### src/rtl/add_sub_seq.sv
// Multi-cycle adder/subtractor: WIDTH-bit operands processed CHUNK bits per clock with a registered carry chain.
// Optional carry-in port enabled by defining ADD_SUB_SEQ_CIN_EN.
module add_sub_seq #(
  parameter int unsigned WIDTH = 32,
  parameter int unsigned CHUNK = 8
) (
  input  logic             clk,
  input  logic             rst,
`ifdef ADD_SUB_SEQ_CIN_EN
  input  logic             cin,
`endif
  input  logic             start,
  input  logic             op,
  input  logic [WIDTH-1:0] a,
  input  logic [WIDTH-1:0] b,
  output logic             busy,
  output logic             done,
  output logic [WIDTH-1:0] sum,
  output logic             C,
  output logic             V,
  output logic             N,
  output logic             Z
);

  localparam int unsigned NCH = WIDTH / CHUNK;
  localparam int unsigned CW  = (NCH > 1) ? $clog2(NCH) : 1;
  localparam int unsigned CW1 = CHUNK + 1;
  localparam logic [CW-1:0] LAST = CW'(NCH - 1);

  typedef enum logic [1:0] {
    IDLE = 2'd0,
    BUSY = 2'd1,
    DONE = 2'd2
  } state_t;

  state_t           state_q, state_d;
  logic [CW-1:0]    cnt_q, cnt_d;
  logic [WIDTH-1:0] a_q, a_d;
  logic [WIDTH-1:0] b_q, b_d;
  logic [WIDTH-1:0] res_q, res_d;
  logic             carry_q, carry_d;
  logic             zacc_q, zacc_d;
  logic             busy_q, busy_d;
  logic             done_q, done_d;
  logic [WIDTH-1:0] sum_q, sum_d;
  logic             c_q, c_d;
  logic             v_q, v_d;
  logic             n_q, n_d;
  logic             z_q, z_d;

  logic [31:0]      base;
  logic [CHUNK-1:0] a_sl, b_sl, s_sl;
  logic             c_out;
  logic             cin0;

`ifdef ADD_SUB_SEQ_CIN_EN
  assign cin0 = cin;
`else
  assign cin0 = op;
`endif

  // One CHUNK-bit slice of the datapath, selected by the slice counter
  always_comb begin
    base = 32'(cnt_q) * CHUNK;
    a_sl = a_q[base +: CHUNK];
    b_sl = b_q[base +: CHUNK];
    {c_out, s_sl} = {1'b0, a_sl} + {1'b0, b_sl} + CW1'(carry_q);
  end

  // Next-state and datapath update
  always_comb begin
    state_d = state_q;
    cnt_d   = cnt_q;
    a_d     = a_q;
    b_d     = b_q;
    res_d   = res_q;
    carry_d = carry_q;
    zacc_d  = zacc_q;
    busy_d  = busy_q;
    done_d  = 1'b0;
    sum_d   = sum_q;
    c_d     = c_q;
    v_d     = v_q;
    n_d     = n_q;
    z_d     = z_q;

    case (state_q)
      IDLE, DONE: begin
        state_d = IDLE;
        busy_d  = 1'b0;
        if (start) begin
          a_d     = a;
          b_d     = op ? ~b : b;
          carry_d = cin0;
          cnt_d   = '0;
          zacc_d  = 1'b1;
          busy_d  = 1'b1;
          state_d = BUSY;
        end
      end
      BUSY: begin
        res_d[base +: CHUNK] = s_sl;
        carry_d = c_out;
        zacc_d  = zacc_q & ~(|s_sl);
        cnt_d   = cnt_q + CW'(1);
        if (cnt_q == LAST) begin
          // The final slice is folded straight into sum and the flags
          sum_d   = res_d;
          c_d     = c_out;
          n_d     = s_sl[CHUNK-1];
          z_d     = zacc_q & ~(|s_sl);
          v_d     = (a_q[WIDTH-1] == b_q[WIDTH-1]) && (s_sl[CHUNK-1] != a_q[WIDTH-1]);
          cnt_d   = '0;
          busy_d  = 1'b0;
          done_d  = 1'b1;
          state_d = DONE;
        end
      end
      default: begin
        state_d = IDLE;
        busy_d  = 1'b0;
      end
    endcase
  end

  always_ff @(posedge clk or posedge rst) begin
    if (rst) begin
      state_q <= IDLE;
      cnt_q   <= '0;
      a_q     <= '0;
      b_q     <= '0;
      res_q   <= '0;
      carry_q <= 1'b0;
      zacc_q  <= 1'b0;
      busy_q  <= 1'b0;
      done_q  <= 1'b0;
      sum_q   <= '0;
      c_q     <= 1'b0;
      v_q     <= 1'b0;
      n_q     <= 1'b0;
      z_q     <= 1'b0;
    end else begin
      state_q <= state_d;
      cnt_q   <= cnt_d;
      a_q     <= a_d;
      b_q     <= b_d;
      res_q   <= res_d;
      carry_q <= carry_d;
      zacc_q  <= zacc_d;
      busy_q  <= busy_d;
      done_q  <= done_d;
      sum_q   <= sum_d;
      c_q     <= c_d;
      v_q     <= v_d;
      n_q     <= n_d;
      z_q     <= z_d;
    end
  end

  assign busy = busy_q;
  assign done = done_q;
  assign sum  = sum_q;
  assign C    = c_q;
  assign V    = v_q;
  assign N    = n_q;
  assign Z    = z_q;

endmodule

### config.mk
export PLATFORM = sky130hd
export DESIGN_NAME = add_sub_seq
export DESIGN_NICKNAME = d
export VERILOG_FILES = /design/src/rtl/add_sub_seq.sv
export SDC_FILE = /design/constraint.sdc
export NUM_CORES = 1
export LEC_CHECK = 0
export CAP_MARGIN = 10
export CORE_ASPECT_RATIO = 0.75
export CORE_MARGIN = 5
export CORE_UTILIZATION = 48
export DETAILED_ROUTE_END_ITERATION = 12
export PLACE_DENSITY = 0.76
export RECOVER_POWER = 50
export SLEW_MARGIN = 40
export SYNTH_ARGS = -nofsm -noshare
export SYNTH_HDL_FRONTEND = slang
export SYNTH_SLANG_ARGS = --single-unit
export TNS_END_PERCENT = 50
### constraint.sdc
create_clock -name clk -period 4.94 [get_ports clk]
set_input_delay 0.988 -clock clk [delete_from_list [all_inputs] [get_ports clk]]
set_output_delay 0.988 -clock clk [all_outputs]
set_load 0.01 [all_outputs]
==> results of run 1 <==
## state kept, by name (all words and copies together) (netlist names), 2 cells and up
register	count
a_q	32
b_q	32
cnt_q	2
res_q	32
state_q	2
sum	32
## worst reg2reg max path, stage by stage (launching register included)
cell	delay, ns
dfrtp_1	0.75
mux4_2	0.61
fa_1	0.44
inv_1	0.09
fa_1	0.23
nand2b_2	0.16
a21oi_1	0.09
o31a_1	0.29
nor3_4	0.45
nor3_2	0.09
a221o_1	0.33
## placed cells by master, fill, tap and decap left out, drive strengths merged, types with 3 or more instances in the layout
cell type	netlist	layout
a21oi	10	10
a221oi	24	24
a22o	22	22
and3	3	3
buf	7	8
clkbuf	32	23
clkdlybuf4s50	0	103
clkinv	1	6
dfrtp	139	139
ha	13	13
inv	13	13
mux4	16	16
nand2	156	156
nand2b	3	3
nor2	62	62
nor3	4	4
nor3b	4	4
nor4	4	4
o21a	3	3
o21ai	52	52
o31ai	5	5
or4	3	3
xnor2	34	34
xor2	3	3
## layer usage
layer  wire length (um)  global-route usage  up-vias
li1                   -                   -     2362
met1               7689              0.3287     2468
met2               7276              0.3101      206
met3               1289             0.05476       26
met4                241             0.06029        0
met5                  0                   0        -
## stage by stage
stage	area [sq um]	worst slack, ns
floorplan	6531	0.2275
global placement	7707	1.381
detailed placement	7707	1.319
CTS	8252	1.277
global route	8252	0.5272
finish	8252	1.259
## power breakdown
group	leakage, nW	total, mW	internal [mW]	switching, mW
logic	1.65	3.42	1.33	2.09
clock network	0.267	1.18	0.721	0.458
registers	1.76	1.98	1.64	0.345
total	3.67	6.58	3.69	2.89
## how the worst min path moves through the flow
stage / endpoint / startpoint
finish: a_q[6] / a_q[6]
global route: a_q[23] / a_q[23]
CTS: a_q[11] / a_q[11]
detailed placement: a_q[11] / a_q[11]
global placement: res_q[7] / res_q[7]
floorplan: a_q[16] / a_q[16]
## logic make-up after synthesis
group / synth area share
simple gates: 0.1621
flops: 0.5326
compound gates: 0.1339
buf+inv: 0.03161
mux: 0.05517
xor+xnor: 0.05364
fa+ha+maj: 0.03104
## final cells by class
type,count,area (sq um)
well taps,171,214.0
fillers,1057,4901
flip-flops and latches,139,3478
clock inverters,8,70.07
inverters,14,52.55
repair buffers,113,1105
multi-input cells,442,2858
clock buffers,22,474.2
==> metrics.txt, run 1 <==
status finished with violations; failing checks capacitance limit, slew limit; Inserted Clock Buffers 17; largest area contributor in the netlist dfrtp_1; hold depth 2; clk sinks 139; FF-to-FF setup slack 1.31 ns; Routed WL 16500 um; first-pass GRT wire length 27320 um; syn avg cell area 10.30 sq um; Area contributors post-synth dfrtp_1 53%, nand2_1 9.0%, mux4_2 5.5%, xnor2_1 4.6%, o21ai_0 3.7%; H-tree depth 4; Starting Density 0.4966; R2R depth 10; fmax 271.7 MHz; Max VDD drop 453.8 uV; count leader, synth nand2_1; first-pass iteration count of the detailed router 5; startpoint types primary input; DR WL/cell 18.15 um; Layout Skew 0.006401 ns; CP Max Fanout 80; GRT Residual Overflow 0; die area 16060 sq um; final hold violation count 0; actual slew at the worst max-slew pin 2.998 ns; post-route antenna net violation count 0; Core Util, Final 0.6274; post-CTS sizing 0; Syn Std Cell Area 6531 sq um; r2r endpoint zacc_q; dominant synthesized flop cell dfrtp_1; critical path's top delay family buffers and inverters; Hold-fix buffers, CTS 0; Crit-path slowest cell inv_1; setup TNS 0 ns; vias per cell 5.569; RR Startpoint cnt_q[0]; CP endpoint kind asynchronous set/reset pin; YS warnings 0; Post-synth EDFFs 0; die width 144.7 um; RSZ-0062 raised after global routing no; Finished Layout Cells 909; fin crit period 3.681 ns; Root Buffer clkbuf_16; top cell type's share of synthesized area 0.5326; clk_lat worst skew 0.42 ns; postcts setup bufs 0; vias in the first global route 5223; Post-Place Cells 879; GPL Wtd Cong 0.8562; delay of the slowest critical-path stage 2.10 ns; Vias 5062; crit path to done; register area share after synthesis 0.5326; fin crit share 0.7451; P_leak 3.672 nW; IO buf count 105; Max clock buf depth 2; start point of the critical path rst; die height 111.0 um; final worst hold slack 0.4727 ns; Final Setup Violations 0; # DRC 0; maxcap violations 1; 1st-iter DRT viols 466; total track usage 0.2169; worst path cell trace clkdlybuf4s50_1, inv_1; distinct cell type count after synthesis 51; Worst Path Buf+Inv 2; Slew HR -0.9988; ant diodes 0; max-slew violation count 81; Synthesized Nets 717; asr flop ratio synth 1.000; Synth top cells by count 156 x nand2_1, 139 x dfrtp_1, 62 x nor2_1; row cnt 36; Hold Path Class reg2reg; largest net degree at the start of global routing 81; clock-pin slew on the worst setup and hold paths 0.06 ns; register bit total from synthesis 139; Power Total 6.580 mW; CP arrival 3.54 ns; PD cells 797.4 nW/um^2; fraction of layout cells with a size suffix above 1 0.09621; Synth Instances 634; Area Growth Syn to Fin 26.34%; core area 13150 sq um; initial antenna violation count 0; DP HPWL 11830 um; Setup Crit Path Kind in2async; Data required, critical path 4.80 ns; Critical Path Stages 2; CTS tree done; nets 810; Ports 106
Note: power is estimated with default switching activity, not from simulation.
==> run 2, diff against run 1 <==
CORE_UTILIZATION = 54   (was 48)
PLACE_DENSITY = 0.81   (was 0.76)
clock period = 3.4 ns   (was 4.94 ns; I/O delays follow)
==> run 2 against run 1 <==
The flow still finishes with violations (capacitance limit, slew limit). Sequential power grew 45%. Critical endpoint is now zacc_q. Die area decreased by 10%. Design area up 0.61%. First-iteration DRC count decreased by 0.43%. Largest cell class unchanged. Worst setup slack worse by 1.1 ns. Clock skew grew 0.0022 ns. Routed wire length is 2.6% higher. Register-to-register slack got worse by 1.2 ns.
==> metrics.txt, run 2 (same netlist as run 1, synthesis figures left out) <==
status finished with violations (unchanged); failing checks capacitance limit, slew limit (unchanged); first-pass iteration count of the detailed router 5 (unchanged); fmax 308.1 MHz; fin crit period 3.246 ns; worst path cell trace mux4_2, fa_1, inv_1, fa_1, nand2b_2, a21oi_1, o31a_1, nor3_4, nor3_2, a221o_1 (was clkdlybuf4s50_1, inv_1); fillers 838 (was 1057); Crit-path slowest cell mux4_2 (was inv_1); actual slew at the worst max-slew pin 1.805 ns (was 2.998 ns); Setup Crit Path Kind reg2reg (was in2async); IO buf count 105 (unchanged); met2 Usage GRT 0.3838 (was 0.3101); Finished Layout Cells 908 (was 909); Max clock buf depth 2 (unchanged); fraction of layout cells with a size suffix above 1 0.1086 (was 0.09621); Post-Place Cells 878 (was 879); GPL Wtd Cong 0.9337 (was 0.8562); CP Max Fanout 5 (was 80); most frequent cells in the layout 156 x nand2_1, 139 x dfrtp_1, 102 x clkdlybuf4s50_1 (was 156 x nand2_1, 139 x dfrtp_1, 103 x clkdlybuf4s50_1); delay of the slowest critical-path stage 0.55 ns (was 2.10 ns); largest net degree at the start of global routing 140 (was 81); total track usage 0.2477 (was 0.2169); first-pass GRT wire length 27750 um (was 27320 um); Multi-input gate area 2858 sq um (unchanged); register area 3478 sq um (unchanged); post-route antenna net violation count 0 (unchanged); Hold-fix buffers, CTS 0 (unchanged); final hold violation count 0 (unchanged); H-tree depth 4 (unchanged); setup TNS 0 ns (unchanged); die height 105.2 um (was 111.0 um); CP arrival 3.54 ns (about the same); final worst hold slack 0.4737 ns (was 0.4727 ns); ant diodes 0 (unchanged); P_leak 3.710 nW (was 3.672 nW); DP HPWL 12010 um (was 11830 um); fin crit share 0.9548; Data required, critical path 3.70 ns (was 4.80 ns); die area 14420 sq um (was 16060 sq um); CP endpoint kind flop (was asynchronous set/reset pin); Vias 5245 (was 5062); nets 818 (was 810); Inserted Clock Buffers 17 (unchanged); Max VDD drop 728.9 uV (was 453.8 uV); clk_lat worst skew 0.41 ns (was 0.42 ns); max-slew violation count 140 (was 81); core area 11700 sq um (was 13150 sq um); Area Growth Syn to Fin 27.11% (was 26.34%); Hold Path Class reg2reg (unchanged); PD cells 1196 nW/um^2 (was 797.4 nW/um^2); placed inst area 7780 sq um (was 7707 sq um); clock-pin slew on the worst setup and hold paths 0.06 ns (about the same); commonest non-fill, non-tap cell in the layout nand2_1 (unchanged); most frequent CP cell fa_1; # DRC 0 (unchanged); Final Setup Violations 0 (unchanged); 1st-iter DRT viols 464 (was 466); vias per cell 5.776 (was 5.569); Slew HR -0.2031 (was -0.9988); startpoint types flop (was primary input); RSZ-0062 raised after global routing no (unchanged); initial antenna violation count 0 (unchanged); grt peak-use layer met2 (was met1); Starting Density 0.5583 (was 0.4966); Ports 106 (unchanged); DR WL/cell 18.65 um (was 18.15 um); postcts setup bufs 0 (unchanged); GR Util met1 0.3468 (was 0.3287); area of all placed cells without fillers 8302 sq um (was 8252 sq um); grt met3 use 0.05810 (was 0.05476); Root Buffer clkbuf_16 (unchanged); Layout Skew 0.008608 ns (was 0.006401 ns); clk sinks 139 (unchanged); die width 137.0 um (was 144.7 um); row cnt 34 (was 36); GRT Residual Overflow 0 (unchanged); CTS tree done (unchanged); vias in the first global route 5374 (was 5223); maxcap violations 1 (unchanged); Routed WL 16930 um (was 16500 um)
run 2: path summary, 6_finish.rpt:
kind	from	cells after the start	endpoint	slack, ns
max	cnt_q[0]	10	zacc_q	0.15
min	res_q[7]	2	res_q[7]	0.47
max reg2reg	cnt_q[0]	10	zacc_q	0.15
min reg2reg	res_q[7]	2	res_q[7]	0.47
max in group asynchronous	rst	3	b_q[17]	0.86
min in group asynchronous	rst	3	done	1.44
run 2: cell type report:
type / count / area share
inverters: 14 / 0.006782
clock inverters: 9 / 0.009043
clock buffers: 21 / 0.05426
well taps: 162 / 0.02442
flip-flops and latches: 139 / 0.4190
repair buffers: 121 / 0.1423
multi-input cells: 442 / 0.3442
run 2: report_power, final:
| group | leakage, nW | internal [mW] | switching [mW] |
|---|---|---|---|
| registers | 1.76 | 2.38 | 0.487 |
| clock network | 0.258 | 1.01 | 0.657 |
| logic | 1.69 | 2.15 | 3.24 |
run 2: worst max-delay path: cells and delay by family (launching register included):
family / cells / cell delay (ns)
AOI/OAI and AO/OA: 3 / 0.73
adders and majority gates: 2 / 0.68
and+or+nand+nor: 3 / 0.61
muxes: 1 / 0.55
DFF: 1 / 0.45
buffers and inverters: 1 / 0.10
run 2: metrics by stage:
stage,setup slack [ns],total power [mW],util
2_1_floorplan,0.1267,5.992,-
3_3_place_gp,0.3647,7.852,0.6650
3_5_place_dp,0.2280,8.051,0.6650
4_1_cts,0.1850,9.789,0.7099
5_1_grt,0.002742,10.50,0.7096
6_report,0.1538,9.927,0.7096
run 2: timing repair:
| item | in CTS | in global routing |
|---|---|---|
| resized for setup | 0 | 2 |
| hold endpoints to repair | 0 | 0 |
| endpoints found under the setup margin | 0 | 5 |
run 2: layer usage:
metal  vias to the layer above  part of all wire
met5                         -                 0
met1                      2598              0.43
met3                        31             0.075
met2                       234              0.48
met4                         0             0.017
li1                       2382                 -
